## src/rtl/mdu.sv

```systemverilog
// mdu -- iterative multiply/divide unit with HI/LO registers.
// Multiplies by shift-add and divides by restoring division, one bit per cycle.
// Each operation spends 32 iterate cycles plus one FIX cycle, so done rises
// 33 cycles after the start edge. MTHI/MTLO write HI/LO directly when idle.
// Optional feature: define MDU_SIGNED_EN to build signed MULT/DIV. Without it,
// op 001 runs as MULTU and op 011 runs as DIVU.
module mdu (
    input  logic        clk,
    input  logic        rst,
    input  logic        start,
    input  logic [2:0]  op,
    input  logic [31:0] a,
    input  logic [31:0] b,
    output logic        busy,
    output logic        done,
    output logic [31:0] hi,
    output logic [31:0] lo
);

    localparam logic [2:0] OP_MULTU = 3'b000;
    localparam logic [2:0] OP_MULT  = 3'b001;
    localparam logic [2:0] OP_DIVU  = 3'b010;
    localparam logic [2:0] OP_DIV   = 3'b011;
    localparam logic [2:0] OP_MTHI  = 3'b100;
    localparam logic [2:0] OP_MTLO  = 3'b101;

    typedef enum logic [1:0] {IDLE, MUL, DIV, FIX} state_t;

    state_t      r_state;
    state_t      w_state_next;

    // Iteration datapath: r_acc holds {partial product} for MUL and
    // {partial remainder, dividend/quotient bits} for DIV.
    logic [4:0]  r_cnt;
    logic [63:0] r_acc;
    logic [31:0] r_opnd;     // multiplicand or divisor magnitude
    logic [31:0] r_a_orig;   // original a, returned as HI on divide by zero
    logic        r_is_div;
    logic        r_div0;

    logic [31:0] r_hi;
    logic [31:0] r_lo;
    logic        r_done;

    logic        w_start_mul;
    logic        w_start_div;
    logic        w_load_hi;
    logic        w_load_lo;
    logic        w_finish;
    logic        w_busy;

    logic [31:0] w_a_mag;
    logic [31:0] w_b_mag;
    logic [32:0] w_sum;
    logic [32:0] w_shift;
    logic        w_ge;
    logic [31:0] w_sub;
    logic [63:0] w_prod;
    logic [31:0] w_quot;
    logic [31:0] w_rem;
    logic [31:0] w_res_hi;
    logic [31:0] w_res_lo;

`ifdef MDU_SIGNED_EN
    logic        w_signed;
    logic        r_neg_q;    // negate product/quotient: sign(a) XOR sign(b)
    logic        r_neg_r;    // negate remainder: it follows the sign of a

    assign w_signed = (op == OP_MULT) || (op == OP_DIV);
    assign w_a_mag  = (w_signed && a[31]) ? (32'd0 - a) : a;
    assign w_b_mag  = (w_signed && b[31]) ? (32'd0 - b) : b;
`else
    assign w_a_mag  = a;
    assign w_b_mag  = b;
`endif

    // One shift-add multiply step: add multiplicand when the current
    // multiplier bit is set, then shift the whole accumulator right.
    assign w_sum   = {1'b0, r_acc[63:32]} + {1'b0, (r_acc[0] ? r_opnd : 32'd0)};

    // One restoring divide step. The shifted remainder needs 33 bits; when the
    // subtraction succeeds the difference is below the divisor, so 32 bits hold it.
    assign w_shift = {r_acc[63:32], r_acc[31]};
    assign w_ge    = (w_shift >= {1'b0, r_opnd});
    assign w_sub   = w_shift[31:0] - r_opnd;

    // State register.
    always_ff @(posedge clk) begin
        // NOTE: sequential state uses non-blocking assignments so every register
        // samples pre-edge values; blocking here would create ordering races.
        if (rst) begin
            r_state <= IDLE;
        end else begin
            r_state <= w_state_next;
        end
    end

    // Next-state and control decode.
    always_comb begin
        // NOTE: every output of this block gets a default first, so no path
        // leaves a signal unassigned and no latch is inferred.
        w_state_next = r_state;
        w_start_mul  = 1'b0;
        w_start_div  = 1'b0;
        w_load_hi    = 1'b0;
        w_load_lo    = 1'b0;
        w_finish     = 1'b0;
        w_busy       = 1'b1;
        case (r_state)
            IDLE: begin
                w_busy = 1'b0;
                if (start) begin
                    case (op)
                        OP_MULTU, OP_MULT: begin
                            w_start_mul  = 1'b1;
                            w_state_next = MUL;
                        end
                        OP_DIVU, OP_DIV: begin
                            w_start_div  = 1'b1;
                            w_state_next = DIV;
                        end
                        OP_MTHI: w_load_hi = 1'b1;
                        OP_MTLO: w_load_lo = 1'b1;
                        default: ;  // reserved codes do nothing
                    endcase
                end
            end
            MUL: begin
                if (r_cnt == 5'd31) w_state_next = FIX;
            end
            DIV: begin
                if (r_cnt == 5'd31) w_state_next = FIX;
            end
            FIX: begin
                w_finish     = 1'b1;
                w_state_next = IDLE;
            end
            default: w_state_next = IDLE;
        endcase
    end

    // Iteration datapath: load operands on start, then one bit per cycle.
    always_ff @(posedge clk) begin
        // NOTE: these datapath registers carry no reset; they are always
        // loaded on start before being read, and only state/hi/lo/done must
        // come up known.
        if (w_start_mul || w_start_div) begin
            r_cnt    <= 5'd0;
            r_is_div <= w_start_div;
            r_div0   <= (b == 32'd0);
            r_a_orig <= a;
            if (w_start_div) begin
                r_acc  <= {32'd0, w_a_mag};
                r_opnd <= w_b_mag;
            end else begin
                r_acc  <= {32'd0, w_b_mag};
                r_opnd <= w_a_mag;
            end
`ifdef MDU_SIGNED_EN
            r_neg_q <= w_signed && (a[31] ^ b[31]);
            r_neg_r <= w_signed && a[31];
`endif
        end else if (r_state == MUL) begin
            r_cnt <= r_cnt + 5'd1;
            r_acc <= {w_sum, r_acc[31:1]};
        end else if (r_state == DIV) begin
            r_cnt <= r_cnt + 5'd1;
            if (w_ge) begin
                r_acc <= {w_sub, r_acc[30:0], 1'b1};
            end else begin
                r_acc <= {w_shift[31:0], r_acc[30:0], 1'b0};
            end
        end
    end

    // Result formation in FIX: sign fixup and the divide-by-zero override.
    // 0x80000000 / -1 needs no special case: |a|/|b| = 0x80000000 and the
    // signs match, so the raw quotient is already the required result.
    always_comb begin
        w_prod = r_acc;
        w_quot = r_acc[31:0];
        w_rem  = r_acc[63:32];
`ifdef MDU_SIGNED_EN
        if (r_neg_q) begin
            w_prod = 64'd0 - r_acc;
            w_quot = 32'd0 - r_acc[31:0];
        end
        if (r_neg_r) begin
            w_rem = 32'd0 - r_acc[63:32];
        end
`endif
        w_res_hi = w_prod[63:32];
        w_res_lo = w_prod[31:0];
        if (r_is_div) begin
            if (r_div0) begin
                w_res_hi = r_a_orig;
                w_res_lo = 32'hFFFF_FFFF;
            end else begin
                w_res_hi = w_rem;
                w_res_lo = w_quot;
            end
        end
    end

    // HI/LO and done: written in FIX, or directly by MTHI/MTLO when idle.
    always_ff @(posedge clk) begin
        if (rst) begin
            r_hi   <= 32'd0;
            r_lo   <= 32'd0;
            r_done <= 1'b0;
        end else begin
            r_done <= w_finish;
            if (w_finish) begin
                r_hi <= w_res_hi;
                r_lo <= w_res_lo;
            end else begin
                if (w_load_hi) r_hi <= a;
                if (w_load_lo) r_lo <= a;
            end
        end
    end

    assign busy = w_busy;
    assign done = r_done;
    assign hi   = r_hi;
    assign lo   = r_lo;

endmodule

```

## config.mk

```make
export PLATFORM = sky130hd
export DESIGN_NAME = mdu
export DESIGN_NICKNAME = d
export VERILOG_FILES = /design/src/rtl/mdu.sv
export SDC_FILE = /design/constraint.sdc
export NUM_CORES = 1
export LEC_CHECK = 0
export ABC_AREA = 0
export CORE_MARGIN = 2
export CORE_UTILIZATION = 55
export CTS_CLUSTER_DIAMETER = 40
export DETAILED_ROUTE_END_ITERATION = 10
export DONT_BUFFER_PORTS = 1
export GPL_TIMING_DRIVEN = 0
export PLACE_DENSITY_LB_ADDON = 0.05
export SYNTH_ARGS = -nofsm -noshare
export SYNTH_HDL_FRONTEND = slang
export SYNTH_SLANG_ARGS = --single-unit
export TNS_END_PERCENT = 50
```

## constraint.sdc

```tcl
create_clock -name clk -period 6.3 [get_ports clk]
set_input_delay 0.63 -clock clk [delete_from_list [all_inputs] [get_ports clk]]
set_output_delay 0.63 -clock clk [all_outputs]
set_load 0.02 [all_outputs]
```

==> results.cfg, run 1 <==
[sta]
worst_slack_ns = 2.30
fin_worst_skew_ns = 0.0138
period_share_pct = 63.5
hold_viol = 0
relSlewSlack_pct = 31.2
fmax_mhz = 250
period_minus_slack_ns = 4.00
finalSetupViolations = 0
tightest_slew_ns = 1.03
whs_ns = 0.172
final-max-slew-violation-count = 0
rsz0062_at_grt = no
setup-tns-final_ns = 0

[detailed_routing]
wl_per_cell_microns = 22.4
vias = 11347
via_per_inst = 6.26
drtIter0Drc = 1145
drc = 0
totalWireLength_mm = 40.7
dr.pass1.iters = 5
ant_nets = 0

[cts]
cts_sinks = 202
cts-root-to-sink-buffers = 3
clockRootBuffer = clkbuf_16
h-tree-depth = 1
hold_buffers = 0
numCtsBuffers = 30
path_clk_slew_ns = 0.06
clock_latency_ns = 0.55
ctsResizeCount = 0
cts_setup_buffers = 0
cts_tree = yes

[finish]
final_nets = 1614
drive_above_1_share_pct = 7.89
multi_input_area_sq_mm = 0.00732
fin_util_pct = 62.8
mostFrequentLayoutCells = 145 x nand2_1, 130 x edfxtp_1, 127 x a211oi_1, 127 x a21oi_1, 100 x nor2_1
num_antenna_cells = 0
fill_cells = 2048
syn_to_final_growth_pct = 11.8
stdcell_count = 1814
final_cell_area_sq_mm = 0.0148
layout_commonest_cell = nand2_1
seq_area_sq_mm = 0.00535

[placement]
place_hpwl_mm = 31.1
place_inst = 1758
gp_congestion = 0.940
place_area_sq_mm = 0.0137
portBuffers = 0
place_ws_ns = 2.33

[worst_setup_path]
crit_slowest_cell = edfxtp_1
r2r_start = r_acc[0]
r2r_end = r_acc[61]
end_kind = register
cp-startpoint = r_acc[0]
cp-start-kind = register
cp_slowest_stage_delay_ns = 0.54
critPathArrivalTime_ns = 4.30
required_ns = 6.60
path_cells = clkbuf_1 > and2_1 > ha_1 > fa_1 > a21o_1 > a221o_1 > a21oi_2 > o21ai_1 > a211oi_2 > o41ai_2 > a31oi_1 > xnor2_1 > nand2_1 > and3_1
critPathKind = register to register
worst_r2r_path_depth = 14
cp_max_fo = 10
ff2ff_setup_slack_ns = 2.30

[synthesis]
synth_cells = 1438
ys_warn_count = 0
synth.cell_area_sq_mm = 0.0132
synth_seq_cells = 202
synth-edff-count = 130
ys.flop_type = edfxtp_1
syn_avg_cell_area_sq_um = 9.20
ys_types = 67
synth-seq-area-share_pct = 40.4
async_flop_share_pct = 0
synth_nets = 1581

[global_routing]
grt_pass1_vias = 11068
grt_usage_pct = 31.3
grt_pass1_wl_mm = 62.7
grt_overflow = 0
antenna_found_initial = 0
grt_max_degree = 65

[floorplanning]
start_util_pct = 56.2
core_sq_mm = 0.0235
die_x_microns = 159
rows = 56
pin_count = 136
dieArea_sq_mm = 0.0253
die_height_microns = 159

[power]
peakVddDrop_v = 0.000327
p_leak_nw = 5.47
powerDensity_mw_per_mm2 = 574
finalPower_mw = 8.48

[min_path]
min_to = r_a_orig[20]
whs_path_depth = 0
worst_hold_path_type = primary input to register
min-delay-start = a[20]

[outcome]
status = complete, no violations

[run]
max_cap_violations = 0
cell type report:
type                       instances  area share (%)
clock inverter                    20            1.83
inverter                          50            1.27
timing repair buffer               1           0.186
multi-input combinational       1093            49.5
tap                              319            2.70
clock buffer                      36            5.79
buffer                            93            2.64
sequential                       202            36.1
cell families (layout without fill, tap and decap cells):
family,count (synthesis),count (layout),synth area share [%]
and+or+nand+nor,468,468,17.2
AOI/OAI and AO/OA,421,421,21.4
DFF,202,202,40.4
buffers and inverters,143,200,4.34
adders and majority gates,73,73,7.02
muxes,73,73,5.84
xor gates and xnor gates,58,58,3.84
registers in the layout, indices dropped and copies added, names as in the netlist:
| signal | count |
|---|---|
| done | 1 |
| r_is_div | 1 |
| r_a_orig | 32 |
| r_state | 2 |
| lo | 32 |
| r_div0 | 1 |
| r_acc | 64 |
| r_opnd | 32 |
| r_cnt | 5 |
| hi | 32 |
layer usage:
layer	global-route usage [%]	wire [microns]
met5	0	0
met4	11.0	1430
met3	6.69	3950
met2	48.0	17500
met1	44.1	17800
Yosys cell counts, types with 6 or more instances:
master | number | share of area (%)
a211oi_1 | 127 | 7.2
a21o_1 | 26 | 1.5
a21oi_1 | 127 | 4.8
a31oi_1 | 8 | 0.38
and2_1 | 50 | 2.4
and3_1 | 23 | 1.1
buf_1 | 7 | 0.20
clkbuf_1 | 78 | 2.2
dfxtp_1 | 72 | 11
edfxtp_1 | 130 | 30
ha_1 | 71 | 6.7
inv_1 | 48 | 1.4
mux2_2 | 33 | 2.8
mux2i_1 | 40 | 3.0
nand2_1 | 145 | 4.1
nand2b_1 | 11 | 0.52
nand3_1 | 46 | 1.7
nand4_1 | 8 | 0.38
nor2_1 | 100 | 2.8
nor2b_1 | 37 | 1.7
nor3_1 | 10 | 0.38
nor4_1 | 10 | 0.47
o211ai_1 | 41 | 2.3
o21a_1 | 7 | 0.40
o21ai_0 | 28 | 1.1
o21bai_1 | 8 | 0.45
o31ai_1 | 6 | 0.34
or3_1 | 7 | 0.33
xnor2_1 | 32 | 2.1
xor2_1 | 26 | 1.7
power by group:
group	switching (mW)	internal (mW)
Combinational	2.48	1.70
Clock	0.662	1.19
Sequential	0.471	1.98
worst max-delay path, delay by kind of cell, from the launching register on:
kind / cells / cell delay (ns)
xor+xnor: 1 / 0.15
fa+ha+maj: 2 / 0.61
simple gates: 3 / 0.47
flops: 1 / 0.54
buf+inv: 1 / 0.29
compound gates: 7 / 1.69
how the worst max path moves through the flow:
stage                       end  cells past startpoint  slack [ns]
floorplan           r_a_orig[0]                      4        2.78
global route          r_acc[49]                     14        2.05
finish                r_acc[61]                     14        2.30
detailed placement    r_acc[61]                     14        2.33
global placement      r_acc[38]                      7        1.63
CTS                   r_acc[61]                     14        2.33
(Power assumes the default switching activity.)
==> run 2: changes to the inputs <==
==> constraint.sdc (replaced) <==
create_clock -name clk -period 3.5 [get_ports clk]
set_input_delay 0.35 -clock clk [delete_from_list [all_inputs] [get_ports clk]]
set_output_delay 0.35 -clock clk [all_outputs]
set_load 0.02 [all_outputs]
==> run 2 against run 1 <==
Compared with the run above:
- clock power rose by 80%
- largest power group unchanged
- power up 86%
- global-route usage grew 0.94 points
- critical path type unchanged
==> results.cfg, run 2 (same netlist as run 1, synthesis figures left out) <==
[worst_setup_path]
crit_slowest_cell = edfxtp_1
path_delay_family = compound AO/OA/AOI/OAI gates
cp_slowest_stage_delay_ns = 0.44
cp-startpoint = r_acc[0]
crit_buf_inv = 3
cp_max_fo = 4
critPathKind = register to register
required_ns = 3.80
critPathArrivalTime_ns = 3.79
end_kind = register
path_cells = clkbuf_8 > and2_4 > ha_4 > fa_2 > a21o_1 > a221o_1 > a21oi_2 > o21ai_4 > a211oi_4 > o41ai_2 > buf_4 > buf_4 > xnor2_1 > a21oi_1 > o31ai_1 > a21oi_1
r2r_start = r_acc[0]
cp-start-kind = register

[detailed_routing]
met3_length_mm = 4.33
ant_nets = 0
top_layer_used = met4
drtIter0Drc = 1334
totalWireLength_mm = 42.2
vias = 11633
via_per_inst = 6.27
wl_per_cell_microns = 22.7
met1Wirelength_mm = 18.1
dr.pass1.iters = 6
drc = 0
dr_wl_met2_mm = 18.4

[finish]
mostFrequentLayoutCells = 145 x nand2_1, 130 x edfxtp_1, 126 x a211oi_1, 126 x a21oi_1, 100 x nor2_1
multi_input_area_sq_mm = 0.00753
seq_area_sq_mm = 0.00535
layout_commonest_cell = nand2_1
drive_above_1_share_pct = 10.2
regMostFlops = r_acc
final_nets = 1656
fill_cells = 1981
num_antenna_cells = 0
largest_reg_flops = 64
syn_to_final_growth_pct = 16.6

[global_routing]
grt_max_degree = 65
grt_pass1_vias = 11320
grt_usage_pct = 32.3
grt_pass1_wl_mm = 64.5
antenna_found_initial = 0
grt_overflow = 0

[min_path]
worst_hold_path_type = primary input to register
min-delay-start = b[31]

[sta]
period_minus_slack_ns = 3.49
worst_slack_ns = 0.00929
final-max-slew-violation-count = 0
rsz0062_at_grt = yes
relSlewSlack_pct = 31.6
hold_viol = 0
finalSetupViolations = 0
fmax_mhz = 286
period_share_pct = 99.7
tightest_slew_ns = 1.02
fin_worst_skew_ns = 0.0166

[placement]
place_ws_ns = -0.472
gp_congestion = 0.940
place_hpwl_mm = 31.1
portBuffers = 0

[cts]
h-tree-depth = 1
cts_tree = yes
clock_latency_ns = 0.55
numCtsBuffers = 30
cts_sinks = 202
path_clk_slew_ns = 0.06
clockRootBuffer = clkbuf_16
cts-root-to-sink-buffers = 3

[floorplanning]
die_height_microns = 159
rows = 56
dieArea_sq_mm = 0.0253
die_x_microns = 159
pin_count = 136
core_sq_mm = 0.0235
start_util_pct = 56.2

[power]
finalPower_mw = 15.8
powerDensity_mw_per_mm2 = 1020
peakVddDrop_v = 0.000589
p_leak_nw = 5.68

[run]
max_cap_violations = 0

[outcome]
status = complete, no violations
==> run 2: cell count changes in the layout (fill, tap and decap cells not counted), sizes merged <==
cell / previous run / this run
clkbuf: 115 / 114
dlygate4sd3: 0 / 32
buf: 15 / 26
==> run 2: per-stage QoR <==
step	instance area [sq um]	utilization (%)	cells	setup TNS [ns]	hold WS, ns
finish	15400	65.5	1856	0	0.0337
detailed placement	13700	58.0	1758	-2.61	0.449
global placement	13600	57.9	1757	-118.80	0.449
global route	15400	65.5	1856	-0.512	0.0309
CTS	15200	64.6	1851	0	0.0279
floorplan	13200	-	1438	0	0.449
==> run 2: routing by layer <==
layer | vias up | track usage [%]
met5 | - | 0
met4 | 0 | 10.2
met3 | 93 | 6.98
met2 | 584 | 50.0
met1 | 5476 | 45.4
li1 | 5480 | -
==> run 2: final cells by class <==
cell class	instances	share of cell area (%)
Multi-Input combinational cell	1093	48.8
Inverter	50	1.22
Sequential cell	202	34.7
Timing Repair Buffer	44	2.82
Buffer	92	2.60
Clock buffer	36	5.56
Clock inverter	20	1.75
Tap cell	319	2.59
==> run 2: final timing paths <==
check | to | slack (ns) | cells after the start
min reg2reg | r_cnt[4] | 0.51 | 2
min | r_opnd[31] | 0.03 | 1
max reg2reg | r_acc[59] | 0.009 | 16
max | r_acc[59] | 0.009 | 16
==> run 2: worst register-to-register path: stages (launching register included) <==
cell      delay (ns)
edfxtp_1        0.44
clkbuf_8        0.17
and2_4          0.13
ha_4            0.16
fa_2            0.34
a21o_1          0.19
a221o_1         0.33
a21oi_2         0.25
o21ai_4         0.11
a211oi_4        0.30
o41ai_2         0.12
buf_4           0.14
buf_4           0.12
xnor2_1         0.18
a21oi_1         0.10
o31ai_1         0.09
a21oi_1         0.06
==> run 2: timing repair <==
action / in CTS / in global routing
pin swaps: 8 / 10
hold buffers: 32 / 0
endpoints found under the hold margin: 32 / 0
gates resized for setup: 12 / 35
cloned: 0 / 0
setup buffers: 5 / 6
endpoints found under the setup margin: 11 / 13
==> run 2: power breakdown <==
part / leakage [nW] / switching (mW) / total [mW] / internal (mW)
clock network: 0.547 / 1.20 / 3.33 / 2.14
logic: 3.32 / 4.63 / 8.01 / 3.38
registers: 1.81 / 0.860 / 4.42 / 3.56
total: 5.68 / 6.69 / 15.8 / 9.08
==> run 3: changes to the inputs <==
--- a/config.mk
+++ b/config.mk
@@ -7,7 +7,7 @@
 export LEC_CHECK = 0
 export ABC_AREA = 0
 export CORE_MARGIN = 2
-export CORE_UTILIZATION = 55
+export CORE_UTILIZATION = 45
 export CTS_CLUSTER_DIAMETER = 40
 export DETAILED_ROUTE_END_ITERATION = 10
 export DONT_BUFFER_PORTS = 1
==> run 3 against run 2 <==
Compared with the run above:
- the run now ends with setup timing left
- sequential share of layout area rose by 0.10 points
- critical path depth down 1
- maximum frequency is 2.0% lower
- critical endpoint is now r_acc[57]
- register-to-register slack lost 0.07 ns
==> results.cfg, run 3 (same netlist as run 1, synthesis figures left out) <==
[outcome]
status = finished with violations
violations = setup timing

[global_routing]
grt_pass1_vias = 11169
grt_pass1_wl_mm = 66.9
grt_max_degree = 53
grt_overflow = 0
grt_usage_pct = 28.1
antenna_found_initial = 0

[sta]
final-max-slew-violation-count = 0
setup-tns-final_ns = -0.0826
relSlewSlack_pct = 25.4
whs_ns = 0.0228
tightest_slew_ns = 1.12
hold_viol = 0
worst_slack_ns = -0.0611
period_share_pct = 102
fin_worst_skew_ns = 0.0169
period_minus_slack_ns = 3.56
finalSetupViolations = 3
rsz0062_at_grt = yes
fmax_mhz = 281

[cts]
h-tree-depth = 1
clock_latency_ns = 0.56
numCtsBuffers = 31
cts_sinks = 202
path_clk_slew_ns = 0.06
cts_tree = yes
clockRootBuffer = clkbuf_16
cts-root-to-sink-buffers = 3

[worst_setup_path]
path_delay_family = compound AO/OA/AOI/OAI gates
cp_max_fo = 4
critPathKind = register to register
crit_buf_inv = 3
required_ns = 3.79
end_kind = register
cp_slowest_stage_delay_ns = 0.45
cp-start-kind = register
crit_path_frequent_cell = buf_4
path_cells = buf_4 > buf_4 > and2_1 > fa_2 > a21o_1 > a221o_1 > a21oi_4 > o21ai_4 > a211oi_4 > buf_4 > o31ai_2 > a21o_1 > a21oi_1 > xor2_1 > a21oi_1
critPathArrivalTime_ns = 3.85
crit_slowest_cell = edfxtp_1

[detailed_routing]
totalWireLength_mm = 44.1
drc = 0
vias = 11366
wl_per_cell_microns = 22.9
ant_nets = 0
drtIter0Drc = 853
via_per_inst = 5.91
dr.pass1.iters = 5

[finish]
mostFrequentLayoutCells = 145 x nand2_1, 130 x edfxtp_1, 126 x a211oi_1, 126 x a21oi_1, 100 x nor2_1
num_antenna_cells = 0
layout_commonest_cell = nand2_1
drive_above_1_share_pct = 10.3
final_nets = 1657
regMostFlops = r_acc
largest_reg_flops = 64
syn_to_final_growth_pct = 16.2

[power]
powerDensity_mw_per_mm2 = 1000
finalPower_mw = 15.4
peakVddDrop_v = 0.000447
p_leak_nw = 5.63

[floorplanning]
start_util_pct = 45.8
die_height_microns = 175
dieArea_sq_mm = 0.0308
core_sq_mm = 0.0289
pin_count = 136
die_x_microns = 175
rows = 62

[min_path]
worst_hold_path_type = primary input to register

[run]
max_cap_violations = 0

[placement]
portBuffers = 0
place_hpwl_mm = 32.9
gp_congestion = 0.886
## run 3: cell types whose count changed in the layout (fill, tap and decap cells not counted), sizes merged
cell,change
clkbuf,+5
inv,-5
bufinv,-5
clkinv,+7
## run 3: layout make-up
class                           instances  area, sq um
Multi-Input combinational cell       1093         7520
Timing Repair Buffer                   45          450
Fill cell                            2724        13500
Buffer                                 91          400
Inverter                               50          188
Sequential cell                       202         5350
Clock buffer                           41          876
Clock inverter                         17          118
Tap cell                              384          480
## run 3: worst paths after layout
| path | start | to | slack [ns] | cells past startpoint |
|---|---|---|---|---|
| setup / recovery | r_acc[0] | r_acc[57] | -0.06 | 15 |
| hold / removal | b[10] | r_opnd[10] | 0.02 | 1 |
| setup reg to reg | r_acc[0] | r_acc[57] | -0.06 | 15 |
| hold reg to reg | r_cnt[4] | r_cnt[4] | 0.50 | 2 |
## run 3: worst register-to-register path, cell delays in order, from the launching register on
cell and delay (ns):
edfxtp_1 0.45, buf_4 0.17, buf_4 0.13, and2_1 0.18, fa_2 0.36, a21o_1 0.19
a221o_1 0.36, a21oi_4 0.21, o21ai_4 0.11, a211oi_4 0.30, buf_4 0.16, o31ai_2 0.07
a21o_1 0.20, a21oi_1 0.17, xor2_1 0.18, a21oi_1 0.08
## run 3: timing repair
action / CTS / global route
buffers inserted: 7 / 4
hold buffers: 32 / 0
cloned: 0 / 0
gates resized for setup: 27 / 18
endpoints found under the hold margin: 32 / 0
pin swaps: 11 / 13
endpoints found under the setup margin: 12 / 27
## run 3: power by group
group | internal (mW) | switching (mW) | leakage, nW
Clock | 1.77 | 1.15 | 0.485
Sequential | 3.56 | 0.864 | 1.81
Combinational | 3.41 | 4.66 | 3.33
Total | 8.73 | 6.67 | 5.63
## run 3: through the flow
step,worst slack (ns),std cells,cell area (sq um),util [%]
2_1_floorplan,0.00871,1438,13200,-
3_3_place_gp,-1.44,1822,13700,47.5
3_5_place_dp,-0.597,1824,13800,47.7
4_1_cts,-0.0210,1919,15300,53.0
5_1_grt,-0.135,1923,15400,53.3
6_report,-0.0611,1923,15400,53.3
## run 3: routing by layer
layer,share of wire (%),vias up,GRT usage (%),wire [microns]
met5,0,-,0,0
met4,2.4,0,6.99,1050
met3,8.3,67,5.43,3660
met2,44,433,44.4,19500
met1,45,5395,39.7,19900
li1,-,5471,-,-
